### src/rtl/srf_write_arbiter.sv
// Purpose: round-robin share of the SRF write port among NUM_REQ producers, plus per-stream pending-write scoreboard.
// Latency: handshake in cycle N gives the registered SRF write in cycle N+1; full throughput back-to-back.
// Backpressure: none beyond losing arbitration; req_ready is a combinational one-hot grant to the winner.
module srf_write_arbiter #(
   parameter int NUM_REQ             = 3,
   parameter int NUM_STREAM_ID       = 5,
   parameter int MIN_VEC_LENGTH      = 16,
   parameter int NUM_TILES_PER_SLICE = 20,
   localparam int SRC_W              = $clog2(NUM_REQ),
   localparam int NUM_STREAMS        = 2**NUM_STREAM_ID
) (
   input  logic                                                  clk,
   input  logic                                                  rst,
   input  logic [NUM_REQ-1:0]                                    req_valid,
   output logic [NUM_REQ-1:0]                                    req_ready,
   input  logic [NUM_REQ*NUM_STREAM_ID-1:0]                      req_stream_id,
   input  logic [NUM_REQ*NUM_TILES_PER_SLICE*MIN_VEC_LENGTH-1:0] req_data,
   output logic                                                  srf_write_enable,
   output logic [NUM_STREAM_ID-1:0]                              srf_write_stream,
   output logic [MIN_VEC_LENGTH-1:0]                             srf_write_data [0:NUM_TILES_PER_SLICE-1],
   output logic [SRC_W-1:0]                                      srf_write_src,
   input  logic                                                  reserve_valid,
   input  logic [NUM_STREAM_ID-1:0]                              reserve_stream_id,
   output logic [NUM_STREAMS-1:0]                                stream_busy,
   output logic                                                  reserve_error,
   output logic                                                  unreserved_write
);

   // Requester count at the width of the pointer sum, so the modulo wrap compares like widths.
   localparam logic [SRC_W:0] NREQ = (SRC_W+1)'(NUM_REQ);

   logic [SRC_W-1:0]          rr_ptr;
   logic [SRC_W-1:0]          winner;
   logic [SRC_W-1:0]          cand;
   logic [SRC_W:0]            sum;
   logic                      found;
   logic [NUM_STREAM_ID-1:0]  sel_stream;
   logic [MIN_VEC_LENGTH-1:0] sel_data [0:NUM_TILES_PER_SLICE-1];
   logic [NUM_STREAMS-1:0]    busy_nxt;
   logic                      err_nxt;

   // Round-robin scan from rr_ptr; the wrap is explicit so non-power-of-2 NUM_REQ never relies on overflow.
   always_comb begin
      found  = 1'b0;
      winner = '0;
      sum    = '0;
      cand   = '0;
      for (int k = 0; k < NUM_REQ; k++) begin
         sum = {1'b0, rr_ptr} + (SRC_W+1)'(k);
         if (sum >= NREQ) begin
            sum = sum - NREQ;
         end
         cand = sum[SRC_W-1:0];
         if (!found && req_valid[cand]) begin
            found  = 1'b1;
            winner = cand;
         end
      end
   end

   assign req_ready = found ? (NUM_REQ'(1) << winner) : '0;

   // Select the winning requester's stream id and vector from the flattened input buses.
   always_comb begin
      sel_stream = '0;
      for (int e = 0; e < NUM_TILES_PER_SLICE; e++) begin
         sel_data[e] = '0;
      end
      for (int i = 0; i < NUM_REQ; i++) begin
         if (winner == SRC_W'(i)) begin
            sel_stream = req_stream_id[i*NUM_STREAM_ID +: NUM_STREAM_ID];
            for (int e = 0; e < NUM_TILES_PER_SLICE; e++) begin
               sel_data[e] = req_data[(i*NUM_TILES_PER_SLICE+e)*MIN_VEC_LENGTH +: MIN_VEC_LENGTH];
            end
         end
      end
   end

   // Register the granted write and advance the pointer past the winner; data holds when idle.
   always_ff @(posedge clk or posedge rst) begin
      if (rst) begin
         srf_write_enable <= 1'b0;
         srf_write_stream <= '0;
         srf_write_src    <= '0;
         rr_ptr           <= '0;
         for (int e = 0; e < NUM_TILES_PER_SLICE; e++) begin
            srf_write_data[e] <= '0;
         end
      end else begin
         srf_write_enable <= found;
         if (found) begin
            srf_write_stream <= sel_stream;
            srf_write_src    <= winner;
            for (int e = 0; e < NUM_TILES_PER_SLICE; e++) begin
               srf_write_data[e] <= sel_data[e];
            end
            if (winner == SRC_W'(NUM_REQ-1)) begin
               rr_ptr <= '0;
            end else begin
               rr_ptr <= winner + SRC_W'(1);
            end
         end
      end
   end

   // Scoreboard next state: commit clears, a same-cycle reserve to that stream wins and re-sets it.
   always_comb begin
      busy_nxt = stream_busy;
      if (srf_write_enable) begin
         busy_nxt[srf_write_stream] = 1'b0;
      end
      if (reserve_valid) begin
         busy_nxt[reserve_stream_id] = 1'b1;
      end
      err_nxt = reserve_valid && stream_busy[reserve_stream_id] &&
                !(srf_write_enable && (srf_write_stream == reserve_stream_id));
   end

   // Scoreboard and reserve-collision flag registers.
   always_ff @(posedge clk or posedge rst) begin
      if (rst) begin
         stream_busy   <= '0;
         reserve_error <= 1'b0;
      end else begin
         stream_busy   <= busy_nxt;
         reserve_error <= err_nxt;
      end
   end

   assign unreserved_write = srf_write_enable && !stream_busy[srf_write_stream];

endmodule

### config.mk
export PLATFORM = sky130hd
export DESIGN_NAME = srf_write_arbiter
export DESIGN_NICKNAME = d
export VERILOG_FILES = /design/src/rtl/srf_write_arbiter.sv
export SDC_FILE = /design/constraint.sdc
export NUM_CORES = 1
export LEC_CHECK = 0
export ABC_AREA = 1
export CELL_PAD_IN_SITES_DETAIL_PLACEMENT = 0
export CELL_PAD_IN_SITES_GLOBAL_PLACEMENT = 1
export CORE_AREA = 2 2 531 533
export DETAILED_ROUTE_END_ITERATION = 10
export DIE_AREA = 0 0 533 535
export GPL_TIMING_DRIVEN = 0
export MAX_ROUTING_LAYER = met4
export PLACE_DENSITY = 0.37
export SLEW_MARGIN = 5
export SYNTH_ARGS = -nofsm -noshare
export SYNTH_HDL_FRONTEND = slang
export SYNTH_SLANG_ARGS = --single-unit
### constraint.sdc
create_clock -name clk -period 15.6 [get_ports clk]
set_input_delay 2.34 -clock clk [delete_from_list [all_inputs] [get_ports clk]]
set_output_delay 2.34 -clock clk [all_outputs]
set_load 0.1 [all_outputs]
## Word-level counts from Yosys, hierarchy flattened

Cells that the tools add are included.

- Add/subtract/negate cells: 6
- $mul: 0
- Divide/modulo/power cells: 0
- Magnitude comparators: 10
- Equal/unequal tests: 3
- Shifts and indexed selects: 1
- Multiplexer cells: 33
- Bitwise logic cells: 3
- Reduce and logical (&&, ||, !) cells: 13

Operator list:

| cell | count |
|---|---|
| $mux 320 | 3 |
| $mux 32 | 2 |
| $and 32x32->32 | 1 |
| $not 32->32 | 1 |
| $or 32x32->32 | 1 |
| $mux 5 | 3 |
| $mux 2 | 7 |
| $lt 5x6->1 const B | 2 |
| $bmux 1 s5 | 2 |
| $demux 1 s5 | 2 |
| $ge 5x1->1 const B | 2 |
| $mux 1 | 10 |
| $lt 2x3->1 const B | 3 |
| $logic_and 1x1->1 | 8 |
| $bmux 1 s2 | 3 |
| $ge 3x2->1 const B | 2 |
| $sub 2x2->2 const B | 3 |
| $eq 5x5->1 | 1 |
| $logic_not 1->1 | 4 |
| $add 2x1->3 const B | 1 |
| $add 2x2->3 const B | 1 |
| $mux 3 | 1 |
| $shl 1x2->3 const A | 1 |
| $add 2x1->2 const B | 1 |
| other kinds (4) | 4 |

- Bits in registers: 363
- Bits in latches: 0
- Memory bits (writable): 0
- Bits in read-only memories: 0
- Input port bits: 986
- Output and inout port bits: 365
- Logic and storage cells: 95
- Memories: 0

## Longest topological paths before layout

Gate-level depths: netlist of run 1.

- Depth after elaboration: 15
- Depth in mapped cells: 16
- Mapped depth without buffers: 14

## Worst setup path after synthesis of run 1

OpenSTA, ideal clock, no wires.

- Kind: input port to output port
- From: input port req_valid[1]
- To: output port req_ready[1]
- Arrival time: 3911 ps
- Data required time: 13260 ps
- Path slack: 9349 ps
- Stages on the path: 8
- Path buffers: 1
- Cell sequence: inv_1 > nand2_1 > nand2_1 > nand2_1 > nand2_2 > nand3_1 > nand3_2 > clkbuf_1

- Word-level cells in the longest chain between the ends: 11
- Elaborated cells on any way between the ends: 18
- Those cells by class: shift: 1; mux: 13; reduce/logical: 4

RTL lines:

| element | line | RTL |
|---|---|---|
| start: declaration | 14 | `input logic [NUM_REQ-1:0] req_valid,` |
| $bmux 1 s2 | 54 | `if (!found && req_valid[cand]) begin` |
| $mux 1 (implied by the code) | 54 |  |
| $mux 1 | 54 |  |
| $logic_not 1->1 | 54 |  |
| $logic_and 1x1->1 | 54 |  |
| $mux 1 | 54 |  |
| $logic_not 1->1 | 54 |  |
| $logic_and 1x1->1 | 54 |  |
| $mux 2 | 54 |  |
| $shl 1x2->3 | 61 | `assign req_ready = found ? (NUM_REQ'(1) << winner) : '0;` |
| $mux 3 * | 61 |  |
| end: declaration | 15 | `output logic [NUM_REQ-1:0] req_ready,` |

Mark *: on every way between the ends. The rest lies on a longest branch, timed or not. The select of a mux whose other input is x is not followed.

## Worst setup path in the final report of run 1

- From: input port req_valid[0]
- To: output port req_ready[0]

Same word-level chain as after synthesis.

==> impl_metrics.ini, run 1 <==
[timing]
period_minus_slack_ns = 8.42
tightestPinTransition_ns = 1.43
hold_violations = 0
slew_violations = 0
finalCritPeriodShare = 0.540
setup_violations = 0
fmax_mhz = 119
max-slew-margin-rel = 0.0445
hold-worst-slack_ns = 0.473
fin_skew_ns = 0.0419
rsz0062_at_grt = false

[route]
wl_um = 240000
drcViolationCount = 0
met3WireLength_um = 23100
initialDrtViolationCount = 1723
wl_met2_um = 118000
via_per_inst = 3.38
vias = 29954
highest_layer = met4
drt-met1-wl_um = 95300
first_pass_iters = 5
drtAntennaViolNets = 0
wire_per_inst_um = 27.1

[synthesis]
synth.most_common_cell = nand2_1
ys_ff_latch = 363
ys_warn_count = 0
synth_top_area_share = 0.401
syn-num-nets = 4602
avgSynthCellArea_um2 = 6.27
synth_area_leaders = dfrtp_1 (40%), nand2_1 (28%), nor2_1 (8.2%)
async_flop_share = 1.00
yosys.area.top_type = dfrtp_1
synthFlopType = dfrtp_1
ys_types = 30
synthCells = 3612
synth_edf_count = 0
yosysSeqAreaShare = 0.401
ys_top_cells_by_count = nand2_1 (1,706), nor2_1 (495), nand3_1 (367), dfrtp_1 (363), inv_1 (194)
synthesis.area_mm2 = 0.0226

[clock_network]
hold_buffers = 0
post-cts-setup-buffers = 0
cts_buffer_depth = 3
cts_tree = built
cts_sinks = 363
cts_max_level = 2
cts_made_buffers = 59
ctsRootBufferMaster = clkbuf_16
cts_resized = 0
clk_latency_ns = 0.73
clk_pin_slew_ns = 0.05

[floorplan]
die_x_um = 533
die_height_um = 535
core.rowCount = 194
coreArea_mm2 = 0.279
die_area_mm2 = 0.285
pin_count = 1351
initial_core_util = 0.0812

[placement]
dpl_cell_area_mm2 = 0.0408
place_congestion = 0.914
dpl.cell_count = 8688
dp_hpwl_um = 205000
io_buffers = 1348

[grt]
grt_pass1_vias = 31230
overflow = 0
grt_max_degree = 92
grt_util_all_layers = 0.167
antenna_found_initial = 97
grt_pass1_wl_um = 308000

[critical_path]
critPathMaxStageDelay_ns = 1.20
crit_family = buffers and inverters
crit_path_frequent_cell = nand2_1
required_ns = 13.26
path_cells = clkdlybuf4s50_1 -> inv_1 -> nand2_1 -> nand3_1 -> a31oi_1 -> nand2_1 -> clkbuf_1 -> nor2_1 -> nand2_1 -> inv_1 -> clkdlybuf4s50_1
crit_buf_inv = 5
criticalPathCategory = input pin to output pin
end_kind = output pin
cp.arrival_ns = 6.08
start_kind = input pin
crit_fanout = 10
cpMaxStageDelayCell = clkdlybuf4s50_1

[status]
status = finished, final reports clean

[finish]
instances_no_fill = 8854
final_net_count = 6015
drive_gt1_frac = 0.0588
fillers = 32113
finalInstanceArea_mm2 = 0.0429
syn2layout_area_growth_pct = 89.7

[flow_run]
cap_viol_max_count = 0

[worst_hold_path]
hold_path_class = flip-flop to flip-flop
worst register-to-register path, delay by kind of cell, from the launching register on:
kind            cells  cell delay [ns]
fa+ha+maj           1             0.28
compound gates      1             0.39
buf+inv             5             1.62
flops               1             0.37
simple gates        5             1.39
path summary, 6_finish.rpt:
| check | startpoint | to | slack (ns) | cells after the start |
|---|---|---|---|---|
| setup / recovery | req_valid[0] | req_ready[0] | 7.18 | 11 |
| hold / removal | srf_write_data[29] | srf_write_data[29] | 0.47 | 2 |
| setup reg to reg | rr_ptr[0] | srf_write_data[64] | 11.43 | 12 |
| hold reg to reg | srf_write_data[29] | srf_write_data[29] | 0.47 | 2 |
| max in group asynchronous | rst | stream_busy[6] | 12.03 | 4 |
| min in group asynchronous | rst | srf_write_data[51] | 2.06 | 2 |
kinds of logic (layout without fill, tap and decap cells):
logic type / after synthesis / after routing / synth area share
and+or+nand+nor: 2665 / 2665 / 0.476
buffers and inverters: 431 / 1891 / 0.0803
DFF: 363 / 363 / 0.401
adders and majority gates: 4 / 4 / 0.00221
other: 0 / 58 / 0
AOI/OAI and AO/OA: 149 / 149 / 0.0402
per-layer routing:
metal | vias to the layer above | global-route usage
met5 | - | -
met4 | 0 | 0.0270
met3 | 184 | 0.0647
met2 | 1284 | 0.286
met1 | 14357 | 0.185
li1 | 14129 | -
layout by cell type, fill, tap and decap left out, types with 58 or more instances in the layout:
master           count
nand3b_1            68
nand3_1            367
dfrtp_1            363
inv_1              193
nor2_1             495
diode_2             58
nand2_1           1706
clkbuf_1            85
buf_2              173
clkbuf_16           59
o21ai_0             67
clkdlybuf4s50_1   1309
sequential cells by signal, summed over array words and instances, names as in the netlist:
signal            flops
srf_write_data      320
stream_busy          32
srf_write_stream      5
rr_ptr                2
srf_write_src         2
srf_write_enable      1
reserve_error         1
area by class of cell:
type / instances / area, um2 / share of cell area
clock inverter: 28 / 434 / 0.0101
timing repair buffer: 1352 / 13400 / 0.312
inverter: 201 / 762 / 0.0177
buffer: 230 / 1070 / 0.0249
multi-input combinational: 2818 / 11700 / 0.273
clock buffer: 80 / 1650 / 0.0383
sequential: 363 / 9080 / 0.212
antenna: 58 / 145 / 0.00338
tap: 3724 / 4660 / 0.108
stage by stage:
| step | utilization | TNS, ns | setup slack (ns) |
|---|---|---|---|
| floorplan | - | 0 | 3.18 |
| global placement | 0.146 | -1919.03 | -5.47 |
| detailed placement | 0.146 | 0 | 7.05 |
| finish | 0.154 | 0 | 7.18 |
| CTS | 0.154 | 0 | 7.04 |
| global route | 0.154 | 0 | 6.97 |
Power of run 1 is not shown: default switching activity piles up to over one toggle a cycle in this logic, so the estimate is an artifact.
==> run 2, diff against run 1 <==
==> constraint.sdc (replaced) <==
create_clock -name clk -period 7.9 [get_ports clk]
set_input_delay 1.185 -clock clk [delete_from_list [all_inputs] [get_ports clk]]
set_output_delay 1.185 -clock clk [all_outputs]
set_load 0.1 [all_outputs]
==> run 2 against run 1 <==
Clock skew rose by 0.0038 ns. Design area about the same. Critical path type unchanged. Cell count is essentially flat.
==> impl_metrics.ini, run 2 (same netlist as run 1, synthesis figures left out) <==
[status]
status = finished, final reports clean

[critical_path]
end_kind = output pin
required_ns = 6.71
crit_fanout = 10
crit_family = buffers and inverters
reg2reg_slack_ns = 3.60
start_kind = input pin
crit_buf_inv = 5
cp.arrival_ns = 4.99
worstReg2RegStart = rr_ptr[0]
crit_path_frequent_cell = nand2_1
critPathMaxStageDelay_ns = 1.19
criticalPathCategory = input pin to output pin
cpMaxStageDelayCell = clkdlybuf4s50_1
reg2reg_to = srf_write_data[266]
rr_worst_depth = 12
path_cells = clkdlybuf4s50_1 -> inv_1 -> nand2_1 -> nand3_1 -> a31oi_1 -> nand2_1 -> clkbuf_1 -> nor2_1 -> nand2_1 -> inv_1 -> clkdlybuf4s50_1

[finish]
drive_gt1_frac = 0.0579
largest_register = srf_write_data
final_util = 0.154
final_net_count = 6020
final_cell_mix = nand2_1 (1,706), clkdlybuf4s50_1 (1,315), nor2_1 (495)
top_regs = srf_write_data: 320 flops, stream_busy: 32 flops, srf_write_stream: 5 flops
layout_commonest_cell = nand2_1
fillers = 32112
largest_reg_flops = 320
syn2layout_area_growth_pct = 89.7

[floorplan]
coreArea_mm2 = 0.279
initial_core_util = 0.0812
die_height_um = 535
core.rowCount = 194
die_area_mm2 = 0.285
die_x_um = 533
pin_count = 1351

[route]
drtAntennaViolNets = 0
first_pass_iters = 5
vias = 29766
initialDrtViolationCount = 1441
wire_per_inst_um = 27.0
drcViolationCount = 0
via_per_inst = 3.36
wl_um = 239000

[clock_network]
hold_buffers = 0
clk_pin_slew_ns = 0.05
cts_resized = 0
clk_latency_ns = 0.71
cts_buffer_depth = 3
cts_max_level = 2
ctsRootBufferMaster = clkbuf_16
post-cts-setup-buffers = 0
cts_sinks = 363
cts_made_buffers = 56
cts_tree = built

[timing]
hold_violations = 0
period_minus_slack_ns = 6.17
fin_skew_ns = 0.0457
rsz0062_at_grt = false
setup_slack_ns = 1.73
max-slew-margin-rel = 0.0609
tightestPinTransition_ns = 1.40
setup_violations = 0
fmax_mhz = 162
slew_violations = 0
finalCritPeriodShare = 0.781

[grt]
grt_util_all_layers = 0.167
grt_pass1_wl_um = 309000
grt_pass1_vias = 31259
antenna_found_initial = 79
grt_max_degree = 35
overflow = 0

[worst_hold_path]
worstHoldStart = srf_write_data[256]
hold_path_class = flip-flop to flip-flop
hold_path_depth = 2
holdPathEnd = srf_write_data[256]

[placement]
dp_slack_ns = 1.63
io_buffers = 1348
place_congestion = 0.908
dp_hpwl_um = 207000

[flow_run]
cap_viol_max_count = 0
==> run 2: cell types whose count changed in the layout (fill, tap and decap cells not counted), sizes merged <==
cell           before   now
clkdlybuf4s50    1309  1315
bufinv             10     9
clkinvlp            4     3
buf               198   200
diode              58    53
inv               203   202
clkbuf            155   152
==> run 2: worst max-delay path by stage <==
| stage | start | endpoint | slack (ns) | depth (start not counted) |
|---|---|---|---|---|
| detailed placement | req_valid[0] | req_ready[0] | 1.63 | 11 |
| CTS | req_valid[0] | req_ready[0] | 1.63 | 11 |
| finish | req_valid[0] | req_ready[0] | 1.73 | 11 |
| global route | req_valid[0] | req_ready[0] | 1.50 | 11 |
| global placement | rst | srf_write_data[143] | -2.68 | 2 |
| floorplan | rst | reserve_error | 1.85 | 1 |
==> run 2: final cells by class <==
type,instances,area [um2],share of cell area
plain buffers,230,1070,0.0248
clock buffers,77,1580,0.0368
repair buffers,1360,13600,0.316
multi-input cells,2818,11700,0.273
flip-flops and latches,363,9080,0.211
inverters,201,758,0.0176
diodes,53,133,0.00309
well taps,3724,4660,0.108
clock inverters,25,374,0.00871
==> run 2: layer usage <==
metal,vias up,part of all wire,wire length [um],global-route usage
met3,175,0.082,19700,0.0549
li1,14130,-,-,-
met5,-,0,0,-
met2,1198,0.49,117000,0.284
met4,0,0.020,4830,0.0323
met1,14263,0.41,98300,0.191
==> run 2: per-stage QoR <==
stage               TNS (ns)  area [um2]  cells  hold slack [ns]
finish                     0       43000   8851            0.477
global route               0       42900   8841            0.492
CTS                        0       42900   8798            0.480
detailed placement         0       40900   8696            0.464
global placement     -905.27       40800   8684            0.462
floorplan                  0       22600   3612            0.580
==> run 2: tightest hold or removal path, delay by kind of cell, from the launching register on <==
| kind | cells | cell delay [ns] |
|---|---|---|
| DFF | 1 | 0.34 |
| and+or+nand+nor | 2 | 0.11 |
Power of run 2 is left out for the same reason.
